===== src/rtl/ttt_ps2_keys.sv =====
// ttt_ps2_keys: PS/2 keyboard receiver and key decoder for the tic-tac-toe game.
// Synchronizes and glitch-filters the PS/2 lines, receives 11-bit frames
// (start, 8 data LSB first, odd parity, stop), and turns make codes into
// single-cycle command pulses.
// Optional feature: define TTT_ARROW_KEYS_EN to map E0-prefixed arrow make
// codes onto up/down/left/right as well as the default WASD-style codes.
module ttt_ps2_keys #(
  parameter int TIMEOUT_CYCLES = 100000,
  parameter int FILTER_LEN     = 4
) (
  input  logic       clk,
  input  logic       reset,
  input  logic       ps2_clk,
  input  logic       ps2_data,
  output logic       up,
  output logic       down,
  output logic       left,
  output logic       right,
  output logic       enter,
  output logic       space,
  output logic [7:0] key_code,
  output logic       key_valid,
  output logic       frame_err
);

  localparam int FW = (FILTER_LEN > 1) ? $clog2(FILTER_LEN) : 1;
  localparam int TW = $clog2(TIMEOUT_CYCLES + 1);
  localparam logic [FW-1:0] FILT_LAST = FW'(FILTER_LEN - 1);
  localparam logic [TW-1:0] TO_LAST   = TW'(TIMEOUT_CYCLES - 1);

  // Command vector order: {up, down, left, right, enter, space}
  localparam logic [5:0] CMD_NONE  = 6'b000000;
  localparam logic [5:0] CMD_UP    = 6'b100000;
  localparam logic [5:0] CMD_DOWN  = 6'b010000;
  localparam logic [5:0] CMD_LEFT  = 6'b001000;
  localparam logic [5:0] CMD_RIGHT = 6'b000100;
  localparam logic [5:0] CMD_ENTER = 6'b000010;
  localparam logic [5:0] CMD_SPACE = 6'b000001;

  typedef enum logic [1:0] {
    IDLE,
    DATA,
    PARITY,
    STOP
  } state_t;

  state_t          state;
  logic [1:0]      clk_sync;
  logic [1:0]      data_sync;
  logic            clk_s;
  logic            data_s;
  logic            filt_clk;
  logic [FW-1:0]   filt_cnt;
  logic            fall_edge;
  logic [2:0]      bit_cnt;
  logic [7:0]      shift;
  logic            parity_bit;
  logic [TW-1:0]   to_cnt;
  logic            break_pend;
  logic            ext_pend;
  logic [5:0]      cmd_next;
  logic            frame_good;

  assign clk_s  = clk_sync[1];
  assign data_s = data_sync[1];

  // Two-flop synchronizers; they reset high because an idle PS/2 bus is high,
  // so leaving reset never looks like a falling edge.
  always_ff @(posedge clk or posedge reset) begin
    if (reset) begin
      clk_sync  <= 2'b11;
      data_sync <= 2'b11;
    end else begin
      clk_sync  <= {clk_sync[0], ps2_clk};
      data_sync <= {data_sync[0], ps2_data};
    end
  end

  // Glitch filter: the filtered clock only follows the synchronized clock
  // after FILTER_LEN consecutive samples disagree with it.
  always_ff @(posedge clk or posedge reset) begin
    if (reset) begin
      filt_clk <= 1'b1;
      filt_cnt <= '0;
    end else if (clk_s != filt_clk) begin
      if (filt_cnt == FILT_LAST) begin
        filt_clk <= clk_s;
        filt_cnt <= '0;
      end else begin
        filt_cnt <= filt_cnt + FW'(1);
      end
    end else begin
      filt_cnt <= '0;
    end
  end

  // A falling edge is the cycle in which the filtered clock goes from 1 to 0.
  assign fall_edge = filt_clk & ~clk_s & (filt_cnt == FILT_LAST);

  // Frame is accepted when data plus parity has an odd number of ones and stop is 1.
  assign frame_good = (^{shift, parity_bit}) & data_s;

  // Decode the received byte into a command using the pending prefix flags.
  always_comb begin
    cmd_next = CMD_NONE;
    if (!break_pend && !ext_pend) begin
      case (shift)
        8'h1D:   cmd_next = CMD_UP;
        8'h1B:   cmd_next = CMD_DOWN;
        8'h1C:   cmd_next = CMD_LEFT;
        8'h23:   cmd_next = CMD_RIGHT;
        8'h5A:   cmd_next = CMD_ENTER;
        8'h29:   cmd_next = CMD_SPACE;
        default: cmd_next = CMD_NONE;
      endcase
    end
`ifdef TTT_ARROW_KEYS_EN
    else if (!break_pend && ext_pend) begin
      case (shift)
        8'h75:   cmd_next = CMD_UP;
        8'h72:   cmd_next = CMD_DOWN;
        8'h6B:   cmd_next = CMD_LEFT;
        8'h74:   cmd_next = CMD_RIGHT;
        default: cmd_next = CMD_NONE;
      endcase
    end
`endif
  end

  // Receiver FSM with timeout, prefix tracking and registered output pulses.
  always_ff @(posedge clk or posedge reset) begin
    if (reset) begin
      state      <= IDLE;
      bit_cnt    <= '0;
      shift      <= '0;
      parity_bit <= 1'b0;
      to_cnt     <= '0;
      break_pend <= 1'b0;
      ext_pend   <= 1'b0;
      key_code   <= 8'h00;
      key_valid  <= 1'b0;
      frame_err  <= 1'b0;
      up         <= 1'b0;
      down       <= 1'b0;
      left       <= 1'b0;
      right      <= 1'b0;
      enter      <= 1'b0;
      space      <= 1'b0;
    end else begin
      key_valid <= 1'b0;
      frame_err <= 1'b0;
      {up, down, left, right, enter, space} <= CMD_NONE;

      if (state != IDLE && !fall_edge) begin
        if (to_cnt == TO_LAST) begin
          state     <= IDLE;
          bit_cnt   <= '0;
          to_cnt    <= '0;
          frame_err <= 1'b1;
        end else begin
          to_cnt <= to_cnt + TW'(1);
        end
      end else begin
        to_cnt <= '0;
        if (fall_edge) begin
          case (state)
            IDLE: begin
              if (!data_s) begin
                state   <= DATA;
                bit_cnt <= '0;
              end
            end
            DATA: begin
              shift   <= {data_s, shift[7:1]};
              bit_cnt <= bit_cnt + 3'd1;
              if (bit_cnt == 3'd7) begin
                state <= PARITY;
              end
            end
            PARITY: begin
              parity_bit <= data_s;
              state      <= STOP;
            end
            STOP: begin
              state <= IDLE;
              if (frame_good) begin
                key_code  <= shift;
                key_valid <= 1'b1;
                {up, down, left, right, enter, space} <= cmd_next;
                if (shift == 8'hF0) begin
                  break_pend <= 1'b1;
                end else if (shift == 8'hE0) begin
                  ext_pend <= 1'b1;
                end else begin
                  break_pend <= 1'b0;
                  ext_pend   <= 1'b0;
                end
              end else begin
                frame_err  <= 1'b1;
                break_pend <= 1'b0;
                ext_pend   <= 1'b0;
              end
            end
            default: state <= IDLE;
          endcase
        end
      end
    end
  end

endmodule


===== config.mk =====
export PLATFORM = sky130hd
export DESIGN_NAME = ttt_ps2_keys
export DESIGN_NICKNAME = d
export VERILOG_FILES = /design/src/rtl/ttt_ps2_keys.sv
export SDC_FILE = /design/constraint.sdc
export NUM_CORES = 1
export LEC_CHECK = 0
export ABC_AREA = 1
export CAP_MARGIN = 20
export CORE_ASPECT_RATIO = 1.25
export CORE_MARGIN = 4
export CORE_UTILIZATION = 45
export CTS_CLUSTER_SIZE = 20
export DETAILED_ROUTE_END_ITERATION = 10
export GPL_TIMING_DRIVEN = 0
export PLACE_DENSITY = 0.61
export SETUP_SLACK_MARGIN = 0.3
export SLEW_MARGIN = 20
export SYNTH_ARGS = -nofsm -noshare
export SYNTH_HDL_FRONTEND = slang
export SYNTH_SLANG_ARGS = --single-unit

===== constraint.sdc =====
create_clock -name clk -period 2.21 [get_ports clk]
set_input_delay 0.442 -clock clk [delete_from_list [all_inputs] [get_ports clk]]
set_output_delay 0.442 -clock clk [all_outputs]
set_load 0.1 [all_outputs]

==> impl_metrics.yaml <==
status:
  status: "finished clean"
critical_path:
  crit_start: "filt_clk"
  cpPeakStageDelay_ps: 550
  cp_data_required_time_ps: 2440
  cp.arrival_ps: 1980
  start_kind: "flop"
  cp_slowest_cell: "dfstp_2"
  critPathKind: "reg2reg"
  crit_buf_inv: 2
  crit_fanout: 10
  cp_top_family: "simple AND/OR/NAND/NOR gates"
  worstReg2RegStart: "filt_clk"
  worstPathCellList: "ha_1 -> nand2_1 -> inv_2 -> nand2_2 -> inv_1 -> nand4_2 -> nor3_1"
  endpoint_kind: "flop"
cells_and_area:
  synthToLayoutAreaGrowth_pct: 15.17
  seq_area_sq_um: 1408
  layout-drive-gt1-share_pct: 17.20
  antenna_cells: 0
  nets: 385
  multiInputGateArea_sq_um: 1242
  n_fill_cell: 617
  design_area_sq_um: 3249
  utilization_pct: 53.04
  final_cell_count_no_fill: 457
sta:
  final-max-slew-violation-count: 0
  max_slew_margin_pct: 55.17
  hold_violations: 0
  skew_ps: 10.39
  finalWorstSetupSlack_ps: 461.1
  worst_slew_pin_slew_ps: 672.4
  setup_viol: 0
  grt_setup_unrepaired: "no"
  fin_hold_ws_ps: 361.8
  fin_crit_ps: 1749
  fin_tns_setup_ps: 0
  fmax_ghz: 0.5718
  period_share_pct: 79.14
logic_synthesis:
  synth_most_common_cell: "nand2_1"
  synth_top_area_share_pct: 45.23
  synth_nets: 358
  synth.avg_cell_area_sq_um: 8.202
  synth_edf_count: 0
  syn_inst: 344
  netlist_area_sq_um: 2821
  yosys-top-cells-count: "nand2_1, dfrtp_1, nor2_1"
  synthTopCellsByArea: "dfrtp_1, nand2_1, dfstp_2"
  synth_warnings: 0
  yosys_register_bits: 56
  synthFlopType: "dfrtp_1"
  synthDistinctLibCells: 30
  ys_seq_area_share_pct: 49.89
  synth_top_area_cell: "dfrtp_1"
  synthArstFlopShare_pct: 100.0
power_and_ir_drop:
  ir_drop_uv: 441.3
  leakage_nw: 1.532
  power_density_nw_per_um2: 739.7
  total_power_mw: 2.403
place:
  pre_cts_ws_ps: 175.7
  place_area_sq_um: 3120
  numPortBuffers: 19
  dp_cells: 448
  hpwlAfterDp_um: 4055
  place_congestion: 0.8282
cts:
  cts.sink_count: 56
  cts_tree: "yes"
  cts-root-buf: "clkbuf_8"
  cts_buffer_depth: 2
  clock_latency_ps: 310
  htree_levels: 2
  cts_buffers: 5
  clk_pin_slew_worst_paths_ps: 110
route:
  vias_per_cell: 5.053
  wl_met3_um: 197
  wl_um: 5615
  top_layer_used: "met4"
  drtIter0Drc: 113
  antenna_left: 0
  drt-met1-wl_um: 2389
  dr.pass1.iters: 4
  drc_errors: 0
  route.met2.wl_um: 2910
  vias: 2309
  wl_per_cell_um: 12.29
grt:
  grt_antenna_before_repair: 0
  grt_use_total_pct: 15.77
  grt_pass1_vias: 2237
  grt_max_degree: 57
  grt_pass1_wl_um: 9577
  grt-ovfl-total: 0
die:
  ios: 20
  coreArea_sq_um: 6126
  std_cell_rows: 32
  start_util_pct: 46.06
  die_area_sq_um: 7609
  die_y_um: 96.53
  die_x_um: 78.83
min_path:
  hp-class: "reg2reg"
  min-delay-start: "clk_sync[0]"
run:
  cap_violations: 0
path summary, 6_finish.rpt:
check,endpoint,slack [ps],depth (start not counted)
max in group asynchronous,to_cnt[10],1180,2
worst max register to register,up,460,7
worst min-delay path,clk_sync[1],360,0
worst min register to register,clk_sync[1],360,0
worst max-delay path,up,460,7
min in group asynchronous,key_code[4],590,2
flip-flops by register name, summed over array words and instances, names as in the netlist:
register,count
key_valid,1
space,1
filt_clk,1
right,1
clk_sync,2
up,1
data_sync,2
enter,1
bit_cnt,3
to_cnt,17
left,1
ext_pend,1
down,1
break_pend,1
state,2
frame_err,1
filt_cnt,2
parity_bit,1
shift,8
key_code,8
routing by layer:
metal | vias up | track usage [%]
met3 | 12 | 3.061
met2 | 44 | 29.11
li1 | 1158 | -
met5 | - | 0
met1 | 1095 | 17.35
met4 | 0 | 7.736
kinds of logic (layout without fill, tap and decap cells):
family | count (synthesis) | after routing | share of synthesized area (%)
fa+ha+maj | 10 | 10 | 4.435
simple gates | 187 | 187 | 29.49
compound gates | 40 | 40 | 7.406
flops | 56 | 56 | 49.89
xor+xnor | 5 | 5 | 1.818
buf+inv | 46 | 74 | 6.962
power breakdown:
| group | switching (mW) | total [mW] | internal [mW] |
|---|---|---|---|
| registers | 0.0618 | 1.18 | 1.12 |
| logic | 0.429 | 0.643 | 0.214 |
| clock network | 0.346 | 0.578 | 0.232 |
| total | 0.837 | 2.40 | 1.57 |
cells in the final DEF, fill, tap and decap left out, drive strengths merged, types with 6 or more instances in the layout:
master and n:
nand2 99, dfrtp 51, nor2 41, inv 41
o21ai 29, nand3 25, clkdlybuf4s15 13, nor3 11
ha 10, a21oi 9, clkbuf 9, nand4 7
buf 6
worst reg2reg max path, cell delays in order, from the launching register on:
cell     delay, ps
dfstp_2        550
ha_1           140
nand2_1         70
inv_2          140
nand2_2        190
inv_1          190
nand4_2        200
nor3_1         180
cell type report:
class	instances	share of cell area (%)
flip-flops and latches	56	43.32
multi-input cells	242	38.24
repair buffers	20	6.122
inverters	40	4.775
well taps	85	3.273
clock buffers	5	2.118
plain buffers	6	1.348
clock inverters	3	0.8086
repair_timing:
action	4_1_cts	5_1_grt
setup buffers	0	1
hold buffers	0	0
pin swaps	0	2
endpoints found under the setup margin	26	15
resized for setup	48	7
No activity file was read; power rests on OpenSTA's default activity.
